<file path="config.mk">
export PLATFORM = sky130hd
export DESIGN_NAME = seq_mag_cmp
export DESIGN_NICKNAME = d
export VERILOG_FILES = /design/src/rtl/seq_mag_cmp_pkg.sv /design/src/rtl/seq_mag_cmp_cmp_digit.sv /design/src/rtl/seq_mag_cmp.sv
export SDC_FILE = /design/constraint.sdc
export NUM_CORES = 1
export LEC_CHECK = 0
export CAP_MARGIN = 5
export CORE_UTILIZATION = 30
export DETAILED_ROUTE_END_ITERATION = 7
export GPL_ROUTABILITY_DRIVEN = 0
export GPL_TIMING_DRIVEN = 0
export SKIP_CTS_REPAIR_TIMING = 1
export SKIP_LAST_GASP = 1
export SLEW_MARGIN = 20
export SYNTH_ARGS = -nofsm -noshare
export SYNTH_HDL_FRONTEND = slang
export SYNTH_SLANG_ARGS = --single-unit
export TNS_END_PERCENT = 100
</file>
<file path="constraint.sdc">
create_clock -name clk -period 2.1 [get_ports clk]
set_input_delay 0.42 -clock clk [delete_from_list [all_inputs] [get_ports clk]]
set_output_delay 0.42 -clock clk [all_outputs]
set_load 0.02 [all_outputs]
</file>
<file path="src/rtl/seq_mag_cmp_pkg.sv">
// Shared types and the cascade resolution rule for the digit-serial magnitude comparator.
package seq_mag_cmp_pkg;

   typedef enum logic [1:0] {
      IDLE = 2'd0,
      RUN  = 2'd1,
      DONE = 2'd2
   } state_t;

   typedef enum logic [1:0] {
      RES_LT = 2'd0,
      RES_EQ = 2'd1,
      RES_GT = 2'd2
   } res_t;

   // Used only once every local digit has matched; equal wins, then greater, then less.
   function automatic res_t cascade_res(input logic l, input logic e, input logic g);
      res_t r;
      if (e)
         r = RES_EQ;
      else if (g)
         r = RES_GT;
      else if (l)
         r = RES_LT;
      else
         r = RES_EQ;
      return r;
   endfunction

endpackage

</file>
<file path="src/rtl/seq_mag_cmp_cmp_digit.sv">
// One DIGIT-wide unsigned comparison slice; the top feeds it the current MSB-first digit.
import seq_mag_cmp_pkg::*;

module cmp_digit #(
   parameter int DIGIT = 2
) (
   input  logic [DIGIT-1:0] da,
   input  logic [DIGIT-1:0] db,
   output logic             d_lt,
   output logic             d_eq,
   output logic             d_gt
);

   assign d_lt = (da <  db);
   assign d_eq = (da == db);
   assign d_gt = (da >  db);

endmodule

</file>
<file path="src/rtl/seq_mag_cmp.sv">
// Digit-serial, cascadable magnitude comparator: MSB-first, early exit on first unequal digit.
// Define SIGNED_CMP_EN to treat operands as two's complement.
import seq_mag_cmp_pkg::*;

module seq_mag_cmp #(
   parameter int WIDTH = 8,
   parameter int DIGIT = 2
) (
   input  logic             clk,
   input  logic             rst_n,
   input  logic             start,
   input  logic [WIDTH-1:0] a,
   input  logic [WIDTH-1:0] b,
   input  logic             l_in,
   input  logic             e_in,
   input  logic             g_in,
   output logic             busy,
   output logic             done,
   output logic             lt,
   output logic             eq,
   output logic             gt
);

   localparam int N  = WIDTH / DIGIT;
   localparam int IW = (N > 1) ? $clog2(N) : 1;
   localparam logic [IW-1:0] LAST_IDX = IW'(N - 1);

   state_t           state_q, state_d;
   logic [WIDTH-1:0] a_q, b_q;
   logic             l_q, e_q, g_q;
   logic [IW-1:0]    idx_q;
   logic             lt_q, eq_q, gt_q;

   logic [DIGIT-1:0] da, db;
   logic             d_lt, d_eq, d_gt;
   logic             accept, decide;
   res_t             res_d;

   // Operands shift left after each matching digit, so the live digit is always the top one.
   always_comb begin
      da = a_q[WIDTH-1 -: DIGIT];
      db = b_q[WIDTH-1 -: DIGIT];
`ifdef SIGNED_CMP_EN
      if (idx_q == LAST_IDX) begin
         da[DIGIT-1] = ~da[DIGIT-1];
         db[DIGIT-1] = ~db[DIGIT-1];
      end
`endif
   end

   cmp_digit #(
      .DIGIT (DIGIT)
   ) u_cmp_digit (
      .da   (da),
      .db   (db),
      .d_lt (d_lt),
      .d_eq (d_eq),
      .d_gt (d_gt)
   );

   always_comb begin
      res_d = cascade_res(l_q, e_q, g_q);
      if (d_gt)
         res_d = RES_GT;
      else if (d_lt)
         res_d = RES_LT;
   end

   // NOTE: sequential state uses non-blocking assignments so every flop samples pre-edge values.
   always_ff @(posedge clk or negedge rst_n) begin
      if (!rst_n)
         state_q <= IDLE;
      else
         state_q <= state_d;
   end

   // NOTE: every combinational output gets a default first, so no path can infer a latch.
   always_comb begin
      state_d = state_q;
      accept  = 1'b0;
      decide  = 1'b0;
      unique case (state_q)
         IDLE: begin
            if (start) begin
               accept  = 1'b1;
               state_d = RUN;
            end
         end
         RUN: begin
            if (!d_eq || (idx_q == '0)) begin
               decide  = 1'b1;
               state_d = DONE;
            end
         end
         DONE: begin
            if (start) begin
               accept  = 1'b1;
               state_d = RUN;
            end else begin
               state_d = IDLE;
            end
         end
         default: state_d = IDLE;
      endcase
   end

   // NOTE: operand and index registers are reset too, so a mid-run abort leaves no stale data.
   always_ff @(posedge clk or negedge rst_n) begin
      if (!rst_n) begin
         a_q   <= '0;
         b_q   <= '0;
         l_q   <= 1'b0;
         e_q   <= 1'b0;
         g_q   <= 1'b0;
         idx_q <= '0;
         lt_q  <= 1'b0;
         eq_q  <= 1'b0;
         gt_q  <= 1'b0;
      end else if (accept) begin
         a_q   <= a;
         b_q   <= b;
         l_q   <= l_in;
         e_q   <= e_in;
         g_q   <= g_in;
         idx_q <= LAST_IDX;
         lt_q  <= 1'b0;
         eq_q  <= 1'b0;
         gt_q  <= 1'b0;
      end else if (decide) begin
         lt_q  <= (res_d == RES_LT);
         eq_q  <= (res_d == RES_EQ);
         gt_q  <= (res_d == RES_GT);
      end else if (state_q == RUN) begin
         a_q   <= a_q << DIGIT;
         b_q   <= b_q << DIGIT;
         idx_q <= idx_q - IW'(1);
      end
   end

   assign busy = (state_q == RUN);
   assign done = (state_q == DONE);
   assign lt   = lt_q;
   assign eq   = eq_q;
   assign gt   = gt_q;

endmodule

</file>
==> out/qor.csv <==
stage,metric,value,unit
timing,fin crit share,90.5,%
cts,maximum clock path buffer count,2,
timing,Tmin final,1900,ps
cts,Clock transition at path regs,80,ps
synthesis,most frequent cell after synthesis,dfrtp_1,
critical_path,crit path DAT,1480,ps
placement,Post-DP HPWL,1830,um
critical_path,CP Launch Type,flip-flop,
detailed_routing,initial DRC count,31,
floorplan,row cnt,23,
layout,diode count,0,
synthesis,"FF+latch count, synth",26,
timing,Worst Tran Pin Value,589,ps
critical_path,CP Max Fanout,4,
grt,number of global-route vias before repair,951,
synthesis,synth top area cells,"dfrtp_1 50%, mux2_2 10%, mux2_4 9.2%",
detailed_routing,Post-Route WL,2400,um
critical_path,critical path type,reg -> out,
grt,largest net degree at the start of global routing,27,
floorplan,die area,0.00462,mm2
detailed_routing,Via density,4.92,
timing,max-slew violation count,0,
synthesis,synthesized cell area,0.00131,mm2
floorplan,die height,68.0,um
synthesis,YS warnings,0,
grt,initial antenna violation count,0,
placement,DP Worst Slack,-63.7,ps
power_and_ir_drop,Peak VDD IR,0.000695,V
detailed_routing,Final ANT Viol Nets,0,
grt,GRT Util Overall,11.9,%
timing,final setup vio count,0,
cts,clk_lat worst skew,260,ps
synthesis,syn nets,129,
synthesis,synth cell count leaders,"26 x dfrtp_1, 12 x mux2_2, 11 x nand2_1, 8 x mux2_4, 5 x inv_1",
floorplan,io pins,27,
synthesis,synth unique cells,28,
placement,DP Area,0.00162,mm2
timing,RSZ-0062 raised after global routing,no,
layout,final instance area,0.00167,mm2
timing,Setup TNS,0,ps
timing,worst setup slack after layout,200,ps
detailed_routing,routed vias,900,
detailed_routing,drt pass-1 iters,4,
layout,Layout Utilization,40.8,%
placement,number of port buffers,26,
synthesis,Post-synth EDFFs,0,
timing,Final Hold Vio Count,0,
floorplan,Core ar.,0.00409,mm2
timing,worst clock skew,4.92,ps
layout,layout cells sized above 1,24.8,%
synthesis,Synth Instances,104,
cts,clk sinks,26,
min_path,Worst Hold Class,in -> async,
floorplan,Starting Density,32.0,%
synthesis,"area leader, netlist",dfrtp_1,
synthesis,Mapped Avg Cell Area,12.6,um2
run_status,status,"complete, no violations",
synthesis,ys async rst share,100,%
layout,P&R area growth vs syn,27.7,%
timing,fmax,0.526,GHz
cts,CTS tree,built,
cts,root buffer cell,clkbuf_8,
cts,H-tree lvl count,1,
detailed_routing,post-DR wirelength/cell,13.1,um
cts,CTS Buf Count,3,
power_and_ir_drop,Power Dens Cells,1450,mW/mm2
timing,Worst slew margin,60.7,%
layout,final net count,160,
grt,grt total ovfl,0,
power_and_ir_drop,Leak,0.768,nW
timing,hold slack,148,ps
synthesis,"Primary FF master, synth",dfrtp_1,
layout,number of fill cells,392,
flow_run,Max-Cap Viols,0,
grt,first-pass GRT wire length,4080,um
synthesis,Yosys top cell area share,49.8,%
synthesis,portion of the post-synthesis area used by sequential elements,49.8,%
floorplan,Die Width,68.0,um
critical_path,Worst setup EP type,primary output,
critical_path,WP data required,1680,ps
detailed_routing,drt drc,0,
[report_power, final]
part           switching, mW  internal, mW  leakage (nW)
Clock                  0.144         0.128        0.0216
Combinational          0.579         0.692         0.429
Sequential             0.133         0.742         0.318
Total                  0.856          1.56         0.768
[registers in the layout, summed over array words and instances (netlist names), 2 cells and up]
signal,cells
a_q,8
b_q,8
idx_q,2
state_q,2
[per-stage QoR]
stage                     total power [mW]  std cells
final                                 2.42        183
after global routing                  2.60        183
after CTS                             2.46        183
after detailed placement              2.17        180
after global placement                2.12        180
after floorplan                       1.85        104
[kinds of logic (layout without fill, tap and decap cells)]
group / Yosys count / after routing / share of synthesized area [%]
adders and majority gates: 3 / 3 / 2.87
AOI/OAI and AO/OA: 17 / 17 / 10.1
DFF: 26 / 26 / 49.8
buffers and inverters: 11 / 40 / 4.88
muxes: 24 / 24 / 22.6
and+or+nand+nor: 23 / 23 / 9.77
[worst max-delay path: stages (launching register included)]
cell and delay [ps]:
dfrtp_1 420, and2b_1 200, clkdlybuf4s50_1 590
[cells in the final DEF, fill, tap and decap left out, drive strengths merged, types with 4 or more instances in the layout]
cell	netlist	layout
mux2i	4	4
o21ai	4	4
a22o	4	4
inv	7	7
nand2	11	11
dfrtp	26	26
mux2	20	20
clkdlybuf4s50	0	24
clkbuf	1	4
buf	3	4
[final timing paths]
kind                             from    endpoint  slack [ps]  cells after the start
max in group asynchronous       rst_n      b_q[3]        1570                      1
hold reg to reg                b_q[1]      b_q[1]         500                      1
hold / removal                  rst_n  state_q[1]         150                      1
min in group clk               b_q[1]      b_q[1]         500                      1
setup reg to reg               a_q[7]      a_q[3]         200                      6
setup / recovery           state_q[0]        done         200                      2
[metal layers]
layer	wire [um]	track usage (%)	up-vias
li1	-	-	429
met1	998	12.8	450
met2	1300	22.9	19
met3	103	3.50	2
met4	7	1.56	0
met5	0	0	-
[cell type report]
cell class                      count  area, um2  area share [%]
Sequential cell                    26        651            39.0
Multi-Input combinational cell     67        592            35.5
Timing Repair Buffer               26        258            15.5
Tap cell                           50       62.6            3.75
Clock buffer                        3       41.3            2.48
Buffer                              4       37.5            2.25
Inverter                            7       26.3            1.58
No activity file was read; power rests on OpenSTA's default activity.
